<file path="config.mk">
export PLATFORM = sky130hd
export DESIGN_NAME = memory_access_stage
export DESIGN_NICKNAME = d
export VERILOG_FILES = /design/src/rtl/mem_pkg.sv /design/src/rtl/load_store_align.sv /design/src/rtl/memory_access_stage.sv
export SDC_FILE = /design/constraint.sdc
export NUM_CORES = 1
export LEC_CHECK = 0
export CAP_MARGIN = 5
export CORE_ASPECT_RATIO = 0.6
export CORE_MARGIN = 2
export CORE_UTILIZATION = 49
export CTS_CLUSTER_SIZE = 12
export DETAILED_ROUTE_END_ITERATION = 10
export PLACE_DENSITY = 0.95
export SLEW_MARGIN = 20
export SYNTH_ARGS = -nofsm -noshare
export SYNTH_HDL_FRONTEND = slang
export SYNTH_SLANG_ARGS = --single-unit
</file>
<file path="constraint.sdc">
create_clock -name clk1 -period 23 [get_ports clk1]
set_input_delay 4.6 -clock clk1 [delete_from_list [all_inputs] [get_ports clk1]]
set_output_delay 4.6 -clock clk1 [all_outputs]
set_load 0.01 [all_outputs]
</file>
<file path="src/rtl/mem_pkg.sv">
// -----------------------------------------------------------------------------
// mem_pkg
// Shared definitions for the RV32I memory-access (MEM) stage: control-word bit
// positions, load/store funct3 encodings, the bubble instruction and the
// stage FSM state type.
// -----------------------------------------------------------------------------
package mem_pkg;

    // Bit positions inside the 8-bit control word carried down the pipeline.
    localparam int CTRL_RESULTSRC = 0;
    localparam int CTRL_REGWRITE  = 1;
    localparam int CTRL_MEMWRITE  = 2;
    localparam int CTRL_MEMREAD   = 3;

    // funct3 encodings of the RV32I load/store family.
    localparam logic [2:0] F3_B  = 3'b000;
    localparam logic [2:0] F3_H  = 3'b001;
    localparam logic [2:0] F3_W  = 3'b010;
    localparam logic [2:0] F3_BU = 3'b100;
    localparam logic [2:0] F3_HU = 3'b101;

    // addi x0, x0, 0 -- what writeback sees for a bubble.
    localparam logic [31:0] NOP_INSTR = 32'h0000_0013;

    typedef enum logic {
        IDLE   = 1'b0,
        ACCESS = 1'b1
    } state_t;

endpackage

</file>
<file path="src/rtl/load_store_align.sv">
// -----------------------------------------------------------------------------
// load_store_align
// Purely combinational lane logic for byte/half/word memory accesses.
//   funct3      in  3   access size/signedness
//   addr_lo     in  2   byte offset within the word
//   is_store    in  1   1 = store, 0 = load (selects the legal funct3 set)
//   store_data  in  32  rs2 value
//   rdata       in  32  word returned by the data memory
//   wdata       out 32  store data replicated onto every lane
//   be          out 4   byte enables for the store
//   load_data   out 32  selected lane, sign/zero extended
//   illegal     out 1   unsupported funct3 or misaligned address
// -----------------------------------------------------------------------------
module load_store_align
    import mem_pkg::*;
(
    input  logic [2:0]  funct3,
    input  logic [1:0]  addr_lo,
    input  logic        is_store,
    input  logic [31:0] store_data,
    input  logic [31:0] rdata,
    output logic [31:0] wdata,
    output logic [3:0]  be,
    output logic [31:0] load_data,
    output logic        illegal
);

    logic [7:0]  lane_b;
    logic [15:0] lane_h;

    // Lane selection is independent of funct3, so it stays outside the case.
    assign lane_b = rdata[8*addr_lo +: 8];
    assign lane_h = addr_lo[1] ? rdata[31:16] : rdata[15:0];

    // NOTE: every output gets a default before the case so no path through
    // the block leaves a signal unassigned, which would infer a latch.
    always_comb begin
        wdata     = store_data;
        be        = 4'b0000;
        load_data = 32'h0;
        illegal   = 1'b0;
        case (funct3)
            F3_B: begin
                wdata     = {4{store_data[7:0]}};
                be        = 4'b0001 << addr_lo;
                load_data = {{24{lane_b[7]}}, lane_b};
            end
            F3_H: begin
                wdata     = {2{store_data[15:0]}};
                be        = addr_lo[1] ? 4'b1100 : 4'b0011;
                load_data = {{16{lane_h[15]}}, lane_h};
                illegal   = addr_lo[0];
            end
            F3_W: begin
                be        = 4'b1111;
                load_data = rdata;
                illegal   = (addr_lo != 2'b00);
            end
            F3_BU: begin
                load_data = {24'h0, lane_b};
                illegal   = is_store;
            end
            F3_HU: begin
                load_data = {16'h0, lane_h};
                illegal   = is_store | addr_lo[0];
            end
            default: illegal = 1'b1;
        endcase
    end

endmodule

</file>
<file path="src/rtl/memory_access_stage.sv">
// -----------------------------------------------------------------------------
// memory_access_stage
// MEM stage of the 5-stage RV32I pipeline. Memory operations are checked for
// legality, latched into hold registers and issued to a variable-latency data
// memory over a req/ack handshake; upstream is stalled while the access is
// outstanding. Results (or bubbles) are registered for writeback.
//   clk1 / rst                       clock, async active-high reset
//   in_valid, ALUResult_in,
//   WriteData_in, Instr_in, ctrl_in  EX-stage outputs
//   stall_out                        upstream must hold its outputs
//   mem_req/we/addr/wdata/be         data-memory request (stable in ACCESS)
//   mem_rdata, mem_ack               data-memory response
//   ALUResult, ReadData,
//   RD_Instr, contrl_sig             registered writeback bundle
//   mem_err                          one-cycle pulse: illegal access / timeout
// -----------------------------------------------------------------------------
module memory_access_stage
    import mem_pkg::*;
#(
    parameter int          TIMEOUT   = 16,
    parameter logic [31:0] NOP_WORD  = NOP_INSTR
)(
    input  logic        clk1,
    input  logic        rst,
    input  logic        in_valid,
    input  logic [31:0] ALUResult_in,
    input  logic [31:0] WriteData_in,
    input  logic [31:0] Instr_in,
    input  logic [7:0]  ctrl_in,
    output logic        stall_out,
    output logic        mem_req,
    output logic        mem_we,
    output logic [31:0] mem_addr,
    output logic [31:0] mem_wdata,
    output logic [3:0]  mem_be,
    input  logic [31:0] mem_rdata,
    input  logic        mem_ack,
    output logic [31:0] ALUResult,
    output logic [31:0] ReadData,
    output logic [31:0] RD_Instr,
    output logic [7:0]  contrl_sig,
    output logic        mem_err
);

    localparam int CNT_W = (TIMEOUT > 2) ? $clog2(TIMEOUT) : 1;
    localparam logic [CNT_W-1:0] CNT_LAST = CNT_W'(TIMEOUT - 1);

    state_t state, state_next;

    // Hold registers for the access in flight.
    logic [31:0]      addr_q;
    logic [31:0]      data_q;
    logic [31:0]      instr_q;
    logic [7:0]       ctrl_q;
    logic [CNT_W-1:0] cnt_q;

    logic in_mem_op;
    logic in_is_store;
    logic held_is_store;
    logic timed_out;

    // Shared lane logic: looks at the incoming instruction while IDLE (for the
    // legality check) and at the hold registers while ACCESS.
    logic [2:0]  sel_funct3;
    logic [1:0]  sel_addr_lo;
    logic        sel_is_store;
    logic [31:0] lsa_wdata;
    logic [3:0]  lsa_be;
    logic [31:0] lsa_load;
    logic        lsa_illegal;

    // A store wins when both MemRead and MemWrite are set.
    assign in_mem_op     = ctrl_in[CTRL_MEMREAD] | ctrl_in[CTRL_MEMWRITE];
    assign in_is_store   = ctrl_in[CTRL_MEMWRITE];
    assign held_is_store = ctrl_q[CTRL_MEMWRITE];
    assign timed_out     = (cnt_q == CNT_LAST);

    assign sel_funct3   = (state == ACCESS) ? instr_q[14:12] : Instr_in[14:12];
    assign sel_addr_lo  = (state == ACCESS) ? addr_q[1:0]    : ALUResult_in[1:0];
    assign sel_is_store = (state == ACCESS) ? held_is_store  : in_is_store;

    load_store_align u_align (
        .funct3     (sel_funct3),
        .addr_lo    (sel_addr_lo),
        .is_store   (sel_is_store),
        .store_data (data_q),
        .rdata      (mem_rdata),
        .wdata      (lsa_wdata),
        .be         (lsa_be),
        .load_data  (lsa_load),
        .illegal    (lsa_illegal)
    );

    // ---------------- FSM: state register ----------------
    // NOTE: sequential state is written with non-blocking assignments so every
    // register samples pre-edge values regardless of process ordering.
    always_ff @(posedge clk1 or posedge rst) begin
        if (rst) state <= IDLE;
        else     state <= state_next;
    end

    // ---------------- FSM: next state ----------------
    always_comb begin
        state_next = state;
        case (state)
            IDLE:   if (in_valid && in_mem_op && !lsa_illegal) state_next = ACCESS;
            ACCESS: if (mem_ack || timed_out)                  state_next = IDLE;
            default: state_next = IDLE;
        endcase
    end

    // ---------------- FSM: outputs ----------------
    // Derived from state and hold registers only, so the request is stable
    // for the whole access and drops the instant reset is asserted.
    always_comb begin
        stall_out = (state == ACCESS);
        mem_req   = (state == ACCESS);
        mem_we    = (state == ACCESS) && held_is_store;
        mem_be    = (state == ACCESS) ? lsa_be    : 4'b0000;
        mem_wdata = (state == ACCESS) ? lsa_wdata : 32'h0;
    end

    assign mem_addr = {addr_q[31:2], 2'b00};

    // ---------------- Datapath / writeback registers ----------------
    always_ff @(posedge clk1 or posedge rst) begin
        if (rst) begin
            // Hold registers are reset too: they drive mem_addr directly.
            addr_q     <= 32'h0;
            data_q     <= 32'h0;
            instr_q    <= NOP_WORD;
            ctrl_q     <= 8'h0;
            cnt_q      <= '0;
            ALUResult  <= 32'h0;
            ReadData   <= 32'h0;
            RD_Instr   <= NOP_WORD;
            contrl_sig <= 8'h0;
            mem_err    <= 1'b0;
        end else begin
            // Default every edge to a bubble; the cases below override it.
            ALUResult  <= 32'h0;
            ReadData   <= 32'h0;
            RD_Instr   <= NOP_WORD;
            contrl_sig <= 8'h0;
            mem_err    <= 1'b0;
            case (state)
                IDLE: begin
                    if (in_valid) begin
                        if (!in_mem_op) begin
                            ALUResult  <= ALUResult_in;
                            RD_Instr   <= Instr_in;
                            contrl_sig <= ctrl_in;
                        end else if (lsa_illegal) begin
                            mem_err <= 1'b1;
                        end else begin
                            addr_q  <= ALUResult_in;
                            data_q  <= WriteData_in;
                            instr_q <= Instr_in;
                            ctrl_q  <= ctrl_in;
                            cnt_q   <= '0;
                        end
                    end
                end
                ACCESS: begin
                    if (mem_ack) begin
                        ALUResult  <= addr_q;
                        ReadData   <= held_is_store ? 32'h0 : lsa_load;
                        RD_Instr   <= instr_q;
                        contrl_sig <= ctrl_q;
                    end else if (timed_out) begin
                        mem_err <= 1'b1;
                    end else begin
                        cnt_q <= cnt_q + 1'b1;
                    end
                end
                default: ;
            endcase
        end
    end

endmodule

</file>
* Word level (Yosys, flattened, before mapping)
Cells that the tools add are included. W data, S select, Z words.
Word-level totals: flip-flop bits (word level) 214, latch bits 0, memory bits (writable) 0, memory bits (read-only) 0, output and inout port bits 176, word-level logic and storage cells 78, memories kept 0
Cells by class: add/subtract/negate cells 1, multipliers 0, divide/modulo/power cells 0, order comparisons 0, eq/ne operators 10, shift-type cells 2, muxes and demuxes 41, bitwise operators 4, reduce and logical (&&, ||, !) cells 9
Operator list (number):
- $mux W32 | 10
- $pmux W32 S2 | 3
- $pmux W32 S5 | 1
- $shiftx A32 B6 Y8 | 1
- $mux W4 | 7
- $mux W8 | 3
- $mux W16 | 1
- $pmux W8 S2 | 1
- $pmux W4 S3 | 1
- $ne A2 B2 Y1 const B | 5
- $mux W1 | 8
- $pmux W4 S2 | 1
- $eq A3 B3 Y1 const B | 2
- $pmux W1 S5 | 1
- $reduce_and A5 Y1 | 1
- $add A4 B1 Y4 const B | 1
- $eq A4 B4 Y1 const B | 1
- $pmux W1 S2 | 2
- $reduce_and A4 Y1 | 1
- $shl A1 B2 Y4 const A | 1
- $eq A3 B1 Y1 const B | 1
- $eq A3 B2 Y1 const B | 1
- $logic_and A1 B1 Y1 | 3
- $logic_not A3 Y1 | 1
- other kinds (7) | 9

* Depth between registers and ports, before layout
Gate-level depths: netlist (run 1).
depth after elaboration 7, depth in mapped cells 8

* Cells and area by module
A second synthesis (run 1) with hierarchy kept.
Unflattened totals: cell total of the unflattened synthesis 763, area, all modules 9696.8 um2
Modules (own cells, without submodules):
- memory_access_stage | instances 1, cells an instance 566, area each 8314.2 um2
- load_store_align | instances 1, cells an instance 197, area each 1382.6 um2

* Worst setup path before layout (run 1)
Ideal clock, no wire load.
path type input-to-output, start point input port Instr_in[12], end point output port mem_wdata[24], arrival time 5776 ps, data required time 18400 ps, path slack 12624 ps, stages on the path 6, cell sequence buf_2 > nor3_1 > o21ai_2 > buf_2 > nor2_1 > a211oi_1
On the way: longest elaborated chain between the ends 4
RTL lines:
- from (decl) | RTL line memory_access_stage.sv:28 | input logic [31:0] Instr_in,
- $mux W3 (*) | RTL line memory_access_stage.sv:78 | assign sel_funct3 = (state == ACCESS) ? instr_q[14:12] : Instr_in[14:12];
- $eq A3 B1 Y1 or $logic_not A3 Y1 (tied branches) | RTL line load_store_align.sv:42 | case (funct3)
- $pmux W32 S2 (*) | RTL line load_store_align.sv:42
- $mux W32 (*) | RTL line memory_access_stage.sv:120 | mem_wdata = (state == ACCESS) ? lsa_wdata : 32'h0;
- to (decl) | RTL line memory_access_stage.sv:34 | output logic [31:0] mem_wdata,
Every way passes the cells marked *; elsewhere a longest branch is shown, timed or not.

* Worst setup path in the final report (run 1)
start point input port Instr_in[12], end point output port mem_wdata[28]
Same word-level chain as after synthesis.

==> results of run 1 <==
-- report_power, final --
group / internal, mW / switching (mW) / leakage [nW] / total [mW]
Clock: 0.193 / 0.140 / 0.325 / 0.333
Sequential: 0.465 / 0.0689 / 2.72 / 0.534
Combinational: 0.189 / 0.136 / 2.42 / 0.324
-- final cells by class --
type	count	area share (%)
Inverter	15	0.510
Multi-Input combinational cell	399	26.3
Timing Repair Buffer	320	24.5
Tap cell	246	2.37
Sequential cell	214	41.2
Clock inverter	2	0.0769
Clock buffer	36	5.03
-- cell usage after synthesis (2+ instances only) --
cell / n / area [sq um]
a211oi_1: 7 / 52.6
a21oi_1: 7 / 35.0
a22o_1: 70 / 613
a22oi_1: 2 / 15.0
a31oi_1: 26 / 163
and2_1: 10 / 62.6
and3_1: 3 / 18.8
buf_1: 3 / 11.3
buf_2: 21 / 105
buf_4: 38 / 285
buf_6: 5 / 56.3
clkbuf_1: 15 / 56.3
dfrtp_1: 208 / 5200
dfstp_2: 6 / 158
inv_1: 14 / 52.6
mux2_1: 7 / 78.8
mux2_2: 100 / 1130
mux2i_1: 22 / 220
mux4_2: 6 / 135
nand2_1: 36 / 135
nand2b_1: 6 / 37.5
nand3_1: 4 / 20.0
nand3b_1: 4 / 30.0
nor2_1: 12 / 45.0
nor2b_1: 16 / 100
nor4bb_1: 2 / 20.0
o21ai_0: 19 / 95.1
o22a_1: 3 / 26.3
o22ai_1: 2 / 12.5
or3b_2: 2 / 17.5
-- worst max-delay path, cell delays in order --
cell and delay, ns:
clkdlybuf4s50_1 0.76, nor3_1 0.15, o21ai_2 0.81, nor2_1 0.18, a211oi_1 0.37, clkdlybuf4s50_1 0.65
-- worst paths after layout --
| check | slack, ns | to | depth (start not counted) | startpoint |
|---|---|---|---|---|
| min in group asynchronous | 4.67 | RD_Instr[6] | 2 | rst |
| setup / recovery | 10.87 | mem_wdata[28] | 6 | Instr_in[12] |
| max in group asynchronous | 16.60 | mem_req | 3 | rst |
| hold reg to reg | 0.48 | data_q[22] | 1 | data_q[22] |
| setup reg to reg | 19.45 | addr_q[3] | 6 | mem_req |
| hold / removal | 0.48 | data_q[22] | 1 | data_q[22] |
-- sequential cells by signal, indices dropped and copies added, names as in the netlist --
register and cells:
mem_err 1, RD_Instr 32, mem_req 1, data_q 32, cnt_q 4, contrl_sig 8
ReadData 32, instr_q 32, ALUResult 32, ctrl_q 8, addr_q 32
-- layer usage --
layer / up-vias / track usage (%) / share of wire [%]
li1: 3068 / - / -
met1: 3448 / 34.5 / 41
met2: 343 / 43.1 / 47
met3: 46 / 7.49 / 9.2
met4: 0 / 5.91 / 2.3
met5: - / 0 / 0
-- kinds of logic after synthesis --
family | count (synthesis) | share of synthesized area [%]
other | 1 | 0.0402
muxes | 135 | 16.7
DFF | 214 | 57.5
adders and majority gates | 1 | 0.134
buffers and inverters | 97 | 6.14
AOI/OAI and AO/OA | 153 | 13.0
and+or+nand+nor | 108 | 6.50
-- metrics by stage --
step / setup WS (ns) / power, mW
global placement: 11.17 / 0.846
detailed placement: 11.03 / 0.863
floorplan: 12.56 / 0.721
global route: 10.72 / 1.25
CTS: 10.95 / 1.20
finish: 10.87 / 1.19
==> reports/results.txt, run 1 <==
Root buffer selected by CTS -> clkbuf_16
Highest attainable clock frequency -> 82.4 MHz
Core Area -> 18800 sq um
Final nets -> 1113
Final standard cell utilization of the core -> 69.1%
GP Congestion -> 0.857
Number of global-route vias before repair -> 7043
Status -> finished clean
Commonest register cell after synthesis -> dfrtp_1
Global-route wire length before repair -> 41.0 mm
Cell area after layout -> 13000 sq um
Mean instance size in the synthesized netlist -> 13.2 sq um
Routed Wire Length -> 26.6 mm
Setup repair after global routing missed its margin -> no
Most common cell after layout, fill and taps aside -> clkdlybuf4s50_1
Worst IR Drop VDD -> 0.0604 mV
Critical path arrival -> 7.53 ns
Proportion of synthesized flip-flops having asynchronous set or reset -> 100%
PostCTS Resize Cnt -> 0
Total of hold buffers inserted after clock tree synthesis -> 0
Clock tree from TritonCTS -> done
Period Utilization, post-route -> 52.7%
Final number of setup-violating endpoints -> 0
Count of max-cap constraint violations -> 0
Area Overhead vs Synth -> 39.4%
Fraction of final layout cells sized beyond drive strength 1 -> 17.1%
Ant diodes -> 0
Sequential cell area -> 5360 sq um
Path type of the worst setup path -> primary input to primary output
Pre-Repair DR Iteration Count -> 5
Commonest non-fill, non-tap cells in the layout -> clkdlybuf4s50_1 (313), dfrtp_1 (207), mux2_2 (100), a22o_1 (70), nand2_1 (36)
Area of the mapped netlist -> 9330 sq um
Number of warning messages in the yosys log -> 0
Layout filler cell count -> 1316
Clock input transition at the sequential cells of the worst setup and hold paths -> 0.06 ns
Max-Slew Margin vs Limit -> 30.0%
Number of failing hold endpoints at the final stage -> 0
Worst hold path class -> flip-flop to flip-flop
CTS buffer count -> 22
Ports -> 316
Die area -> 20200 sq um
FF+latch count, synth -> 214
Required time at the worst-slack endpoint -> 18.40 ns
Nature of the critical path startpoint -> primary input
DRC violation total after the first TritonRoute iteration -> 492
Initial core utilization -> 49.6%
Number of enable flip-flop cells after synthesis -> 0
Num rows -> 39
Maximum root-to-sink buffer count -> 3
Placed wire-length estimate after detailed placement -> 18.8 mm
Slew @ Worst Pin -> 1.02 ns
Number of standard cells after synthesis -> 709
Global router's overall resource usage -> 26.1%
Area of placed instances -> 12300 sq um
Die span in x -> 182 um
Power density cells -> 91.5 nW/um^2
Post-synthesis sequential area ratio -> 57.5%
Post-route worst hold slack -> 0.484 ns
Total number of vias -> 6905
Global route overflow -> 0
Total negative slack for setup checks -> 0 ns
Routed length per placed instance -> 21.6 um
Critical Path Fanout Max -> 15
Final slew viol count -> 0
Minimum period implied by the final worst setup slack -> 12.13 ns
DRT antenna net count -> 0
Largest net degree at the start of global routing -> 139
Maximum level of the CTS H-tree -> 1
Count of buffers added by post-CTS timing repair for setup -> 0
Crit. End Element -> primary output
Die height -> 111 um
Source-to-sink clock delay at the later pin of the worst-skew pair -> 0.49 ns
DRC -> 0
Layout Skew -> 0.0113 ns
CTS sink cnt -> 214
Distinct cell type count of the synthesized netlist -> 63
Count of port buffers added during placement -> 313
Area of the multi-input gates -> 3420 sq um
Number of antenna violations at the first check in global routing -> 0
Count of non-filler cells in the finished layout -> 1232
Post-detailed-route via-to-cell ratio -> 5.60
Cell count after placement -> 1194
Static power due to leakage -> 5.46 nW
(Power assumes the default switching activity.)
==> run 2, diff against run 1 <==
--- a/config.mk
+++ b/config.mk
@@ -8,10 +8,10 @@
 export CAP_MARGIN = 5
 export CORE_ASPECT_RATIO = 0.6
 export CORE_MARGIN = 2
-export CORE_UTILIZATION = 49
+export CORE_UTILIZATION = 41
 export CTS_CLUSTER_SIZE = 12
 export DETAILED_ROUTE_END_ITERATION = 10
-export PLACE_DENSITY = 0.95
+export PLACE_DENSITY = 0.86
 export SLEW_MARGIN = 20
 export SYNTH_ARGS = -nofsm -noshare
 export SYNTH_HDL_FRONTEND = slang
==> constraint.sdc (replaced) <==
create_clock -name clk1 -period 9.8 [get_ports clk1]
set_input_delay 1.96 -clock clk1 [delete_from_list [all_inputs] [get_ports clk1]]
set_output_delay 1.96 -clock clk1 [all_outputs]
set_load 0.01 [all_outputs]
==> run 2 against run 1 <==
  * Clock-buffer cell count grew 2
  * Cell area grew 0.67%
  * Via count down 1.1%
  * Total power rose by 130%
  * Worst setup slack worse by 7.8 ns
  * Sequential share of layout area down 0.28 points
  * Critical path type unchanged
==> reports/results.txt, run 2 (synthesis gave the netlist of run 1 again) <==
Total negative slack for setup checks -> 0 ns (unchanged)
Commonest non-fill, non-tap cells in the layout -> clkdlybuf4s50_1 (313), dfrtp_1 (207), mux2_2 (100), a22o_1 (70), nand2_1 (36) (unchanged)
Cell area after layout -> 13100 sq um (was 13000 sq um)
CTS sink cnt -> 214 (unchanged)
Count of non-filler cells in the finished layout -> 1296 (was 1232)
Destination of the worst hold path -> RD_Instr[7] (was data_q[22])
GP Congestion -> 0.787 (was 0.857)
Static power due to leakage -> 5.46 nW (about the same)
Final standard cell utilization of the core -> 59.1% (was 69.1%)
Num rows -> 42 (was 39)
Global router's overall resource usage -> 21.8% (was 26.1%)
Maximum level of the CTS H-tree -> 1 (unchanged)
Total buffers and inverters traversed by the critical path -> 2 (unchanged)
Power density cells -> 213 nW/um^2 (was 91.5 nW/um^2)
Worst IR Drop VDD -> 0.116 mV (was 0.0604 mV)
Switching power share of the total -> 28.9% (about the same)
Number of failing hold endpoints at the final stage -> 0 (unchanged)
Source-to-sink clock delay at the later pin of the worst-skew pair -> 0.50 ns (was 0.49 ns)
Ports -> 316 (unchanged)
Critical Path, Cell by Cell -> clkdlybuf4s50_1, nor3_1, o21ai_2, nor2_1, a211oi_1, clkdlybuf4s50_1 (unchanged)
Clock network fraction of total power -> 28.1% (was 27.9%)
Layout Skew -> 0.00582 ns (was 0.0113 ns)
Status -> finished clean (unchanged)
Cell repeated most along the worst path -> clkdlybuf4s50_1 (unchanged)
Count of buffers added by post-CTS timing repair for setup -> 0 (unchanged)
Path type of the worst setup path -> primary input to primary output (unchanged)
Total number of vias -> 6832 (was 6905)
DRC -> 0 (unchanged)
Period Utilization, post-route -> 68.3%
Worst r2r path cells -> 5 (was 6)
Ant diodes -> 0 (unchanged)
Count of port buffers added during placement -> 313 (unchanged)
Global route overflow -> 0 (unchanged)
Critical Path Fanout Max -> 15 (unchanged)
Worst slack at placement -> 3.04 ns (was 11.03 ns)
Routed Wire Length -> 26.7 mm (was 26.6 mm)
Net Switching -> 804 uW (was 344 uW)
Final nets -> 1114 (was 1113)
Combinational share of power -> 27.2% (about the same)
Highest attainable clock frequency -> 149 MHz
Pre-Repair DR Iteration Count -> 4 (was 5)
Hold Path Cell Cnt -> 1 (unchanged)
Number of global-route vias before repair -> 7058 (was 7043)
Clock input transition at the sequential cells of the worst setup and hold paths -> 0.06 ns (about the same)
Clock tree from TritonCTS -> done (unchanged)
Total of hold buffers inserted after clock tree synthesis -> 0 (unchanged)
Flop2flop setup slack -> 6.94 ns (was 19.45 ns)
Count of max-cap constraint violations -> 0 (unchanged)
Global-route wire length before repair -> 40.5 mm (was 41.0 mm)
Crit. End Element -> primary output (unchanged)
Die area -> 24000 sq um (was 20200 sq um)
Worst hold path class -> flip-flop to flip-flop (unchanged)
Critical path arrival -> 4.73 ns (was 7.53 ns)
Core Area -> 22200 sq um (was 18800 sq um)
Nature of the critical path startpoint -> primary input (unchanged)
Maximum cell stage delay along the critical path -> 0.87 ns (was 0.81 ns)
Setup repair after global routing missed its margin -> no (unchanged)
Most common cell after layout, fill and taps aside -> clkdlybuf4s50_1 (unchanged)
Post-detailed-route via-to-cell ratio -> 5.27 (was 5.60)
Area of placed instances -> 12400 sq um (was 12300 sq um)
Final WS setup -> 3.11 ns (was 10.87 ns)
Reg-to-Reg End -> addr_q[23] (was addr_q[3])
Fraction of final layout cells sized beyond drive strength 1 -> 17.1% (about the same)
Slew @ Worst Pin -> 1.08 ns (was 1.02 ns)
Initial core utilization -> 42.1% (was 49.6%)
Critical-path top delay cell -> o21ai_2 (unchanged)
Max-Slew Margin vs Limit -> 27.9% (was 30.0%)
Root buffer selected by CTS -> clkbuf_16 (unchanged)
Sequential group share of total power -> 44.7% (was 44.8%)
DRT antenna net count -> 0 (unchanged)
Minimum period implied by the final worst setup slack -> 6.69 ns
Required time at the worst-slack endpoint -> 7.84 ns (was 18.40 ns)
R2R Path Start -> mem_req (unchanged)
Placed wire-length estimate after detailed placement -> 18.6 mm (was 18.8 mm)
Number of antenna violations at the first check in global routing -> 1 (was 0)
Final slew viol count -> 0 (unchanged)
Design internal power -> 1.98 mW (was 847 uW)
Hold Crit Start -> instr_q[7] (was data_q[22])
Area Overhead vs Synth -> 40.3% (was 39.4%)
CTS buffer count -> 22 (unchanged)
Post-route worst hold slack -> 0.492 ns (was 0.484 ns)
DRC violation total after the first TritonRoute iteration -> 314 (was 492)
Cell count after placement -> 1257 (was 1194)
PostCTS Resize Cnt -> 0 (unchanged)
Top Family by Delay on Critical Path -> buffers and inverters (unchanged)
Layout filler cell count -> 1735 (was 1316)
Maximum root-to-sink buffer count -> 3 (unchanged)
Final number of setup-violating endpoints -> 0 (unchanged)
Routed length per placed instance -> 20.6 um (was 21.6 um)
Die span in x -> 199 um (was 182 um)
Final Power -> 2.79 mW (was 1.19 mW)
Die height -> 121 um (was 111 um)
Largest net degree at the start of global routing -> 135 (was 139)
[run 2: cell types whose count changed in the layout (fill, tap and decap cells not counted)]
| cell | delta |
|---|---|
| buf_4 | +1 |
| clkbuf_1 | +2 |
| clkbuf_16 | -1 |
| clkbuf_8 | +1 |
| clkinv_2 | -2 |
| clkinv_8 | +1 |
[run 2: worst max-delay path by stage]
stage / startpoint / to / slack, ns / depth (start not counted)
after floorplan: rst / ALUResult[0] / 2.00 / 1
after global placement: Instr_in[13] / mem_wdata[15] / 3.18 / 6
after detailed placement: Instr_in[13] / mem_wdata[13] / 3.04 / 6
after CTS: Instr_in[13] / mem_wdata[13] / 3.02 / 6
after global routing: Instr_in[12] / mem_wdata[27] / 2.92 / 6
final: Instr_in[12] / mem_wdata[27] / 3.11 / 6
[run 2: power groups by stage]
stage               logic (mW)  clock network [mW]  registers, mW
floorplan                0.477                   0           1.22
global route             0.815               0.849           1.27
CTS                      0.767               0.802           1.25
finish                   0.759               0.783           1.25
detailed placement       0.761                   0           1.26
global placement         0.742                   0           1.25
[run 2: area by class of cell]
| class | instances | area (sq um) | share of cell area, % |
|---|---|---|---|
| tap | 308 | 385 | 2.94 |
| sequential | 214 | 5360 | 40.9 |
| inverter | 15 | 66.3 | 0.506 |
| multi-input combinational | 399 | 3420 | 26.1 |
| clock buffer | 38 | 651 | 4.97 |
| timing repair buffer | 321 | 3200 | 24.4 |
| clock inverter | 1 | 16.3 | 0.124 |
[run 2: layer usage]
layer  GRT usage (%)  vias to the layer above  wire (um)
li1                -                     3077          -
met4            4.06                        2        415
met5               0                        -         13
met1            28.3                     3414      11000
met2            35.2                      308      12300
met3            8.42                       31       3000
